`src/rtl/barrett_operand_mult.sv`:
```
// Sequential radix-4 unsigned multiplier feeding the Barrett reducer's wide input.
// Retires two multiplier bits per cycle; fixed latency of OP_W/2+1 cycles from accept to finish.
module barrett_operand_mult #(
    parameter int unsigned OP_W = 32
) (
    input  logic                  clk_i,
    input  logic                  rst_i,
    input  logic                  start_i,
    input  logic [OP_W-1:0]       a_i,
    input  logic [OP_W-1:0]       b_i,
    output logic                  busy_o,
    output logic                  finish_o,
    output logic [2*OP_W-1:0]     product_o
);

    localparam int unsigned PROD_W = 2 * OP_W;
    localparam int unsigned CNT_W  = $clog2(OP_W / 2);
    localparam logic [CNT_W-1:0] CntLast = CNT_W'(OP_W / 2 - 1);

    typedef enum logic [1:0] {StIdle, StRun, StDone} state_e;

    state_e              state_q, state_d;
    logic [OP_W-1:0]     a_q, a_d;
    logic [OP_W+1:0]     a3_q, a3_d;
    logic [OP_W-1:0]     b_q, b_d;
    logic [PROD_W-1:0]   acc_q, acc_d;
    logic [CNT_W-1:0]    cnt_q, cnt_d;
    logic [PROD_W-1:0]   product_q, product_d;

    logic [OP_W+1:0]     pp;
    logic [PROD_W-1:0]   pp_ext;
    logic [PROD_W-1:0]   acc_next;

    // Partial product for the current radix-4 digit, placed at bit 2*cnt.
    always_comb begin
        unique case (b_q[1:0])
            2'd0:    pp = '0;
            2'd1:    pp = {2'b00, a_q};
            2'd2:    pp = {1'b0, a_q, 1'b0};
            default: pp = a3_q;
        endcase
        pp_ext   = {{(PROD_W - OP_W - 2){1'b0}}, pp};
        acc_next = acc_q + (pp_ext << {cnt_q, 1'b0});
    end

    always_comb begin
        state_d   = state_q;
        a_d       = a_q;
        a3_d      = a3_q;
        b_d       = b_q;
        acc_d     = acc_q;
        cnt_d     = cnt_q;
        product_d = product_q;

        unique case (state_q)
            StRun: begin
                acc_d = acc_next;
                b_d   = b_q >> 2;
                cnt_d = cnt_q + 1'b1;
                if (cnt_q == CntLast) begin
                    product_d = acc_next;
                    state_d   = StDone;
                end
            end
            default: begin
                // IDLE and DONE both accept, which gives back-to-back throughput.
                state_d = StIdle;
                if (start_i) begin
                    a_d     = a_i;
                    b_d     = b_i;
                    a3_d    = {2'b00, a_i} + {1'b0, a_i, 1'b0};
                    acc_d   = '0;
                    cnt_d   = '0;
                    state_d = StRun;
                end
            end
        endcase
    end

    always_ff @(posedge clk_i) begin
        if (rst_i) begin
            state_q   <= StIdle;
            a_q       <= '0;
            a3_q      <= '0;
            b_q       <= '0;
            acc_q     <= '0;
            cnt_q     <= '0;
            product_q <= '0;
        end else begin
            state_q   <= state_d;
            a_q       <= a_d;
            a3_q      <= a3_d;
            b_q       <= b_d;
            acc_q     <= acc_d;
            cnt_q     <= cnt_d;
            product_q <= product_d;
        end
    end

    assign busy_o    = (state_q == StRun);
    assign finish_o  = (state_q == StDone);
    assign product_o = product_q;

endmodule

```
`config.mk`:
```
export PLATFORM = sky130hd
export DESIGN_NAME = barrett_operand_mult
export DESIGN_NICKNAME = d
export VERILOG_FILES = /design/src/rtl/barrett_operand_mult.sv
export SDC_FILE = /design/constraint.sdc
export NUM_CORES = 1
export LEC_CHECK = 0
export CAP_MARGIN = 40
export CORE_MARGIN = 1.5
export CORE_UTILIZATION = 25
export DETAILED_ROUTE_END_ITERATION = 10
export GPL_TIMING_DRIVEN = 0
export PLACE_DENSITY = 0.49
export SLEW_MARGIN = 20
export SYNTH_ARGS = -nofsm -noshare
export SYNTH_HDL_FRONTEND = slang
export SYNTH_SLANG_ARGS = --single-unit
export TNS_END_PERCENT = 100
```
`constraint.sdc`:
```
create_clock -name clk_i -period 7.34 [get_ports clk_i]
set_input_delay 1.101 -clock clk_i [delete_from_list [all_inputs] [get_ports clk_i]]
set_output_delay 1.101 -clock clk_i [all_outputs]
set_load 0.03 [all_outputs]
```
## Word level (Yosys, flattened, before mapping)

Index checks and enable logic that the tools add are counted.

| operators by class | value |
|---|---|
| $add $sub $neg | 3 |
| multipliers | 0 |
| divide/modulo/power cells | 0 |
| magnitude comparators | 0 |
| equal/unequal tests | 6 |
| shift-type cells | 1 |
| multiplexer cells | 10 |
| bitwise gates (word level) | 1 |
| reduce and logical (&&, ||, !) cells | 5 |

Operators by type and width:

| kind | count |
|---|---|
| 64-bit two-way mux | 2 |
| 34-bit case mux with 3 select lines | 1 |
| 64-bit adder | 1 |
| 34-bit by 5-bit << shifter with 64-bit output | 1 |
| 30-bit two-way mux | 2 |
| 32-bit by 33-bit adder with 34-bit output | 1 |
| 4-bit two-way mux | 2 |
| 4-bit by 1-bit adder with 4-bit output, second input constant | 1 |
| 2-bit by 1-bit == test with 1-bit output, second input constant | 2 |
| 2-bit == test, second input constant | 2 |
| 4-bit == test, second input constant | 1 |
| 2-bit two-way mux | 2 |
| 2-bit AND reduction | 2 |
| 2-bit logical NOT | 1 |
| 2-bit by 1-bit inequality test with 1-bit output, second input constant | 1 |
| 2-bit nonzero test | 1 |
| 2-bit OR reduction | 1 |
| 1-bit two-way mux | 1 |
| 1-bit inverter | 1 |

| word-level totals | value |
|---|---|
| bits in registers | 232 |
| bits in latches | 0 |
| RAM bits | 0 |
| memory bits (read-only) | 0 |
| logic and storage cells | 34 |
| memories | 0 |

## Longest topological paths before layout

Gate-level depths: netlist of run 1.

| logic depth | value |
|---|---|
| depth after elaboration | 5 |
| gate-level depth with buffers | 23 |
| gate-level depth less buffers | 19 |

## Worst setup path after synthesis of run 1

Ideal clock, no wire load.

| path | value |
|---|---|
| kind | register -> register |
| start point | reg b_q[1] |
| end point | reg acc_q[60] |
| setup time | 0.117 ns |
| arrival | 4.270 ns |
| setup slack | 2.952 ns |
| cell stages (with the launch flop) | 21 |
| buffers on the path | 3 |
| path through | dfxtp_1 > clkbuf_1 > buf_2 > buf_2 > mux2_2 > a22oi_1 > mux2i_1 > mux2i_1 > a21oi_1 > nand2_1 > o21ai_0 > ha_1 > a21oi_1 > a21boi_0 > a311o_1 > nand2_1 > o211ai_2 > a221oi_4 > a2111oi_2 > or3_1 > a32o_1 |

| on the way | value |
|---|---|
| word-level cells in the longest chain between the ends | 5 |
| elaborated cells on any way between the ends | 7 |
| classes of those cells | 1 x add/sub; 2 x eq/ne; 1 x shift; 2 x mux; 1 x reduce/logical |

Ends and longest elaborated chain:

| what | line | source |
|---|---|---|
| start, declared | 25 | `logic [OP_W-1:0] b_q, b_d;` |
| start signal, assigned | 85 | `b_q <= '0;` |
| start signal, assigned | 93 | `b_q <= b_d;` |
| 2-bit == test, or another cell as far along | 36 | `unique case (b_q[1:0])` |
| 34-bit case mux with 3 select lines * | 36 |  |
| 34-bit by 5-bit << shifter with 64-bit output * | 43 | `acc_next = acc_q + (pp_ext << {cnt_q, 1'b0});` |
| 64-bit adder * | 43 |  |
| 64-bit two-way mux * | 55 | `unique case (state_q)` |
| end signal, assigned | 86 | `acc_q <= '0;` |
| end signal, assigned | 94 | `acc_q <= acc_d;` |
| end, declared | 26 | `logic [PROD_W-1:0] acc_q, acc_d;` |

Every way passes the cells marked *; elsewhere a longest branch is shown, timed or not.
A chain may end at the register's enable or synchronous reset.

## Worst setup path after layout of run 1

| path | value |
|---|---|
| start point | reg b_q[1] |
| end point | reg acc_q[63] |

Same word-level chain as after synthesis.

==> impl_summary.txt, run 1 <==
----------------------------------------------------
[Layout]
  Layout cells sized above 1 ... 0.0602
  Most frequent cells in the layout ... nand2_1 (240), dfxtp_1 (231), a21oi_1 (190), nor2_1 (165), clkdlybuf4s50_1 (130)
  Antenna diode count ... 0
  Post-route cell area ... 18,700 µm²
  Total Nets Final ... 2,239
  Most common cell after layout, fill and taps aside ... nand2_1
  Layout-stage area growth over the synthesis result ... 21.2%
  Fill cell count ... 6,496
  Post-Layout Cell Count ... 2,875

[Setup path]
  WP data required ... 7790 ps
  Arrival time worst endpoint ... 6510 ps
  CP Launch Type ... flip-flop
  Category of the worst setup path capture point ... flip-flop
  Most prevalent standard cell on the critical path ... a21oi_1
  Kind of critical path ... flip-flop to flip-flop
  Stage delay of the slowest cell on the critical path ... 640 ps
  Critical path cell sequence ... clkbuf_1 > buf_2 > buf_2 > mux2_2 > a22oi_1 > mux2i_1 > mux2i_1 > a21oi_1 > nand2_1 > o21ai_0 > ha_1 > a21oi_1 > o2111ai_1 > a221oi_1 > o22ai_1 > a21oi_1 > o32ai_1 > o31ai_1 > xnor2_1 > o21ai_1
  Worst path slowest cell ... a21oi_1
  Kind of cell adding the most delay to the critical path ... compound AO/OA/AOI/OAI gates
  Buf+Inv Stages, Crit Path ... 3
  Maximum fanout count along the critical path ... 10

[CTS]
  Count of instances resized after the clock tree is built ... 0
  Number of levels the H-tree was split into ... 1
  Buffers inserted by post-CTS timing repair ... 0
  Inserted Clock Buffers ... 27
  Clock transition at the registers of the reported paths ... 60 ps
  Hold buffer count at CTS ... 0
  CTS Sinks ... 231
  Clock root cell ... clkbuf_16
  Deepest clock path buffer count ... 3
  Clock tree from TritonCTS ... built
  Source-to-sink clock delay at the later pin of the worst-skew pair ... 580 ps

[Power]
  Largest voltage drop on the vdd net ... 0.136 mV
  Leakage component of the power ... 7.36 nW
  Final Total Pwr ... 3.34 mW
  Areal power density over the cells ... 178 nW/µm²

[Detailed routing]
  Overall via count from detail_route ... 15,100
  Remaining routing DRC violations ... 0
  DRT antenna net count ... 0
  Number of iterations in the first detailed-routing pass ... 5
  Detailed-route wire length ... 57.1 mm
  First DRT Iteration DRCs ... 894
  Vias per std cell ... 5.24
  Average wire per cell in the routed design ... 19.9 µm

[Die]
  Die Span X ... 251 µm
  Effective utilization at floorplan ... 0.254
  Total die area ... 63,200 µm²
  Number of top-level design ports ... 133
  Std-Cell Core Area ... 60,700 µm²
  Count of standard-cell rows ... 90
  Die extent in y ... 251 µm

[Yosys]
  Count of flip-flops with a built-in enable after synthesis ... 0
  Dominant synthesized flop cell ... dfxtp_1
  Async set-or-reset flop fraction in the synthesized netlist ... 0
  Combined area of all synthesized cells ... 15,400 µm²
  Proportion of synthesized chip area in sequential cells ... 0.300
  Post-Synthesis Net Count ... 2,079
  Count of warnings emitted by yosys ... 0
  Mean area per synthesized cell ... 8.07 µm²
  Count of different cell masters after synthesis ... 79
  Number of register bits inferred by synthesis ... 231
  Syn Inst Count ... 1,913

[Placement]
  RePlAce Congestion ... 0.946
  Pre-CTS setup slack ... 1300 ps
  HPWL reported at the end of detailed placement ... 45.9 mm
  Total of buffers placed on input and output ports ... 130
  # placed instances ... 2,826
  Placement Cell Area ... 17,700 µm²

[STA]
  Max Freq ... 165 MHz
  Worst relative slew slack ... 0.459
  Final worst setup slack ... 1280 ps
  Total of endpoints with negative setup slack in the final report ... 0
  Number of max-slew violations in the final report ... 0
  Fin. Hold Viols ... 0
  Final worst path period share ... 0.826
  Final critical path time including I/O delays and setup ... 6060 ps
  Final-layout setup total negative slack ... 0 ps
  RSZ-0062 raised after global routing ... no
  Worst-margin pin slew ... 812 ps
  Final setup skew ... 25.1 ps

[GRT]
  Number of antenna violations at the first check in global routing ... 1
  Maximum number of pins on one net before global-route repair ... 15
  Total global routing overflow ... 0
  Overall global routing resource usage ... 0.176
  Global-route wire length before repair ... 87.2 mm
  Vias in the first global route ... 14,800

[Worst hold path]
  Path class of the lowest-slack min-delay path ... flip-flop to flip-flop

[Run]
  Max-cap violation count ... 0

[Outcome]
  Result of the run ... finished clean

----------------------------------------------------
[kinds of logic after synthesis]
| logic type | after synthesis | synth area share |
|---|---|---|
| AOI/OAI and AO/OA | 630 | 0.276 |
| and+or+nand+nor | 599 | 0.178 |
| DFF | 231 | 0.300 |
| buffers and inverters | 161 | 0.0418 |
| muxes | 125 | 0.0844 |
| adders and majority gates | 99 | 0.0812 |
| xor gates and xnor gates | 68 | 0.0386 |
[metal layers]
| metal | vias to the layer above | routed length (µm) | GRT usage |
|---|---|---|---|
| met1 | 7176 | 25800 | 0.228 |
| met3 | 95 | 3520 | 0.0363 |
| met4 | 2 | 1710 | 0.0542 |
| met5 | - | 12 | 0 |
| li1 | 7375 | - | - |
| met2 | 413 | 26000 | 0.292 |
[where the power goes]
group	internal, mW	switching, mW	total (mW)
sequential	1.30	0.0296	1.33
combinational	0.196	0.322	0.518
clock	0.913	0.576	1.49
[cells in the mapped netlist (23+ instances only)]
library cell,instances,area (µm²)
nand2_1,240,901
buf_1,23,86.3
nand4_1,28,175
ha_1,97,1210
nor2_1,166,623
inv_1,26,97.6
xor2_1,25,219
nand3_1,34,170
a21o_1,39,293
xnor2_1,43,377
dfxtp_1,231,4620
mux2i_1,84,841
a21oi_1,190,951
o21ai_0,69,345
a22oi_1,32,240
a211oi_1,45,338
mux2_2,41,462
a22o_1,85,744
nor3b_1,24,180
clkbuf_1,97,364
[worst min-delay path, stage by stage (launching register included)]
cell and delay [ps]:
dfxtp_1 310, nand2_1 50, a21oi_1 50
[registers in the layout, indices dropped and copies added (netlist names)]
signal     flops
state_q        2
acc_q         64
a3_q          33
cnt_q          4
b_q           32
product_o     64
a_q           32
[final cells by class]
class	count	area [µm²]	area share
Multi-Input combinational cell	1521	10200	0.544
Sequential cell	231	4620	0.247
Timing Repair Buffer	131	1310	0.0702
Tap cell	782	978	0.0523
Clock buffer	37	773	0.0413
Buffer	132	536	0.0286
Clock inverter	12	204	0.0109
Inverter	29	109	0.00582
[per-stage QoR]
| step | util | hold slack [ps] |
|---|---|---|
| floorplan | - | 428 |
| global placement | 0.292 | 438 |
| detailed placement | 0.292 | 445 |
| CTS | 0.308 | 454 |
| global route | 0.308 | 469 |
| finish | 0.308 | 453 |
[path summary, 6_finish.rpt]
| check | startpoint | to | cells after the start | slack (ps) |
|---|---|---|---|---|
| worst min register to register | a3_q[13]$_SDFFE_PP0P_ | a3_q[13]$_SDFFE_PP0P_ | 2 | 450 |
| worst max register to register | b_q[1]$_SDFFE_PP0P_ | acc_q[63]$_SDFFE_PP0P_ | 20 | 1280 |
| worst max-delay path | b_q[1]$_SDFFE_PP0P_ | acc_q[63]$_SDFFE_PP0P_ | 20 | 1280 |
| worst min-delay path | a3_q[13]$_SDFFE_PP0P_ | a3_q[13]$_SDFFE_PP0P_ | 2 | 450 |
Power figures use the tool's default switching activity.
==> run 2, diff against run 1 <==
--- a/config.mk
+++ b/config.mk
@@ -10,7 +10,7 @@
 export CORE_UTILIZATION = 25
 export DETAILED_ROUTE_END_ITERATION = 10
 export GPL_TIMING_DRIVEN = 0
-export PLACE_DENSITY = 0.49
+export PLACE_DENSITY = 0.5
 export SLEW_MARGIN = 20
 export SYNTH_ARGS = -nofsm -noshare
 export SYNTH_HDL_FRONTEND = slang
==> constraint.sdc (replaced) <==
create_clock -name clk_i -period 5 [get_ports clk_i]
set_input_delay 0.75 -clock clk_i [delete_from_list [all_inputs] [get_ports clk_i]]
set_output_delay 0.75 -clock clk_i [all_outputs]
set_load 0.03 [all_outputs]
==> run 2 against run 1 <==
Against the previous run:
- hold slack better by 1.1 ps
- sequential share of layout area fell by 0.45 points
- die area unchanged
- final area grew 2.0%
- power increased by 42%
- sequential power increased by 47%
- maximum frequency up 24%
- non-clock buffer count increased by 3
- first-iteration DRC count increased by 0.56%
==> impl_summary.txt, run 2 (synthesis gave the netlist of run 1 again) <==
----------------------------------------------------
[Outcome]
  Result of the run ... finished clean

[Power]
  Largest voltage drop on the vdd net ... 0.229 mV (+68%)
  Leakage component of the power ... 7.42 nW (+0.84%)
  Areal power density over the cells ... 248 nW/µm² (+39%)

[Setup path]
  WP data required ... 5450 ps (-2340 ps)
  CP Launch Type ... flip-flop
  Count of cells along the worst register-to-register path ... 16 (-20%)
  Category of the worst setup path capture point ... flip-flop
  Stage delay of the slowest cell on the critical path ... 490 ps (-150 ps)
  Kind of critical path ... flip-flop to flip-flop
  Worst path slowest cell ... a211oi_1
  Arrival time worst endpoint ... 5350 ps (-1160 ps)
  Worst R2R Start ... b_q[0]$_SDFFE_PP0P_
  Buf+Inv Stages, Crit Path ... 2 (-1)
  Terminus of the critical flop-to-flop path ... acc_q[60]$_SDFFE_PP0P_
  Kind of cell adding the most delay to the critical path ... compound AO/OA/AOI/OAI gates
  Critical path cell sequence ... clkbuf_4 > clkbuf_4 > nand2_1 > mux2i_1 > mux2i_1 > a211oi_1 > ha_1 > nand4_1 > nor4_4 > nand2_2 > o21ai_4 > o21ai_4 > a211o_4 > a2111oi_4 > o21ai_1 > a32o_1
  Timing startpoint of the critical path ... b_q[0]$_SDFFE_PP0P_
  Maximum fanout count along the critical path ... 10 (unchanged)
  Minimum setup slack among reg-to-reg paths ... 100 ps (-1170 ps)

[GRT]
  Total global routing overflow ... 0 (unchanged)
  Number of antenna violations at the first check in global routing ... 1 (unchanged)
  Vias in the first global route ... 14,900 (+0.84%)
  Global-route wire length before repair ... 86.9 mm (-0.34%)
  Overall global routing resource usage ... 0.176 (about the same)
  Maximum number of pins on one net before global-route repair ... 15 (unchanged)

[Placement]
  Total of buffers placed on input and output ports ... 130 (unchanged)
  Placement Cell Area ... 17,700 µm² (unchanged)
  HPWL reported at the end of detailed placement ... 46.0 mm (about the same)
  RePlAce Congestion ... 0.946 (about the same)

[Worst hold path]
  Hold depth ... 2 (unchanged)
  Path class of the lowest-slack min-delay path ... flip-flop to flip-flop
  Hold Path Origin ... a3_q[11]$_SDFFE_PP0P_
  Hold path endpoint ... a3_q[11]$_SDFFE_PP0P_

[Die]
  Number of top-level design ports ... 133 (unchanged)
  Count of standard-cell rows ... 90 (unchanged)
  Std-Cell Core Area ... 60,700 µm² (unchanged)
  Effective utilization at floorplan ... 0.254 (unchanged)
  Die extent in y ... 251 µm (unchanged)
  Die Span X ... 251 µm (unchanged)
  Total die area ... 63,200 µm² (unchanged)

[STA]
  Final critical path time including I/O delays and setup ... 4900 ps (-1170 ps)
  Final worst path period share ... 0.979 (+0.153)
  Number of max-slew violations in the final report ... 0 (unchanged)
  Worst relative slew slack ... 0.430 (-0.0290)
  Total of endpoints with negative setup slack in the final report ... 0 (unchanged)
  Max Freq ... 204 MHz (+24%)
  Final setup skew ... 34.4 ps (+9.35 ps)
  Fin. Hold Viols ... 0 (unchanged)
  Worst-margin pin slew ... 855 ps (+43.5 ps)

[Layout]
  Final core utilization ... 0.314 (+0.00612)
  Most frequent cells in the layout ... nand2_1 (238), dfxtp_1 (228), a21oi_1 (180), nor2_1 (165), clkdlybuf4s50_1 (130)
  Layout cells sized above 1 ... 0.0989 (+0.0387)
  Post-route cell area ... 19,100 µm² (+2.0%)
  Total Nets Final ... 2,242 (+0.13%)
  Most common cell after layout, fill and taps aside ... nand2_1
  Layout-stage area growth over the synthesis result ... 23.6%

[CTS]
  Clock tree from TritonCTS ... built
  Hold buffer count at CTS ... 0 (unchanged)
  Number of levels the H-tree was split into ... 1 (unchanged)
  Source-to-sink clock delay at the later pin of the worst-skew pair ... 590 ps (about the same)
  Clock root cell ... clkbuf_16
  Inserted Clock Buffers ... 27 (unchanged)
  Clock transition at the registers of the reported paths ... 60 ps (about the same)
  CTS Sinks ... 231 (unchanged)
  Deepest clock path buffer count ... 3 (unchanged)

[Detailed routing]
  Detailed-route wire length ... 57.3 mm (+0.30%)
  DRT antenna net count ... 0 (unchanged)
  Average wire per cell in the routed design ... 19.9 µm (+0.26%)
  Remaining routing DRC violations ... 0 (unchanged)
  Vias per std cell ... 5.22 (-0.33%)
  Overall via count from detail_route ... 15,000 (-0.29%)
  Number of iterations in the first detailed-routing pass ... 5 (unchanged)
  First DRT Iteration DRCs ... 899 (+0.56%)

[Run]
  Max-cap violation count ... 0 (unchanged)

----------------------------------------------------
==> run 2: cell count changes in the layout (fill, tap and decap cells not counted), moves of 9 or more <==
cell / change
o21ai_0: -10
a21oi_1: -10
mux2i_2: +10
buf_4: +12
clkbuf_1: -9
a22oi_2: +20
mux2i_1: -10
a22oi_1: -20
==> run 2: worst max path at each step <==
stage                                 endpoint  cells after the start
floorplan               acc_q[60]$_SDFFE_PP0P_                     20
global placement    product_o[63]$_SDFFE_PP0P_                     20
detailed placement      acc_q[55]$_SDFFE_PP0P_                     21
CTS                     acc_q[62]$_SDFFE_PP0P_                     20
global route            acc_q[60]$_SDFFE_PP0P_                     20
finish                  acc_q[60]$_SDFFE_PP0P_                     16
==> run 2: metrics by stage <==
step	TNS (ps)	setup WS (ps)	instances	hold slack, ps	total power, mW
finish	0	105	2876	454	4.73
global route	-78.7	-33.7	2875	477	4.93
CTS	0	8.73	2872	456	4.75
detailed placement	-38960	-904	2826	447	2.75
global placement	-39810	-948	2825	439	2.74
floorplan	0	612	1913	428	2.47
==> run 2: per-layer routing <==
metal	track usage	part of all wire	routed length, µm	vias to the layer above
met5	0	0.00023	13	-
met4	0.0508	0.028	1590	2
met3	0.0357	0.059	3400	86
met2	0.295	0.46	26300	378
met1	0.227	0.45	26000	7177
li1	-	-	-	7374
==> run 2: cell type report <==
type	count	area, µm²
Fill cell	6421	41600
Multi-Input combinational cell	1521	10500
Sequential cell	231	4630
Timing Repair Buffer	140	1380
Tap cell	782	978
Clock buffer	37	743
Buffer	126	568
Clock inverter	9	115
Inverter	29	109
Antenna cell	1	2.50
==> run 2: power breakdown <==
group / switching, mW / internal [mW] / total (mW)
Combinational: 0.482 / 0.305 / 0.787
Clock: 0.841 / 1.14 / 1.98
Sequential: 0.0487 / 1.91 / 1.96
==> run 2: worst register-to-register path: cells and delay by family (launching register included) <==
family / cells / cell delay [ps]
multiplexers: 2 / 630
AO/OA/AOI/OAI: 7 / 2100
AND/OR/NAND/NOR: 4 / 710
flip-flops: 1 / 460
adder cells (fa/ha/maj): 1 / 330
buffers and inverters: 2 / 540
==> run 2: what timing repair did <==
| action | 4_1_cts | 5_1_grt |
|---|---|---|
| resized for setup | 44 | 80 |
| pin swaps | 2 | 10 |
| setup buffers | 3 | 6 |
| setup endpoints to repair | 86 | 60 |
| cloned | 0 | 0 |
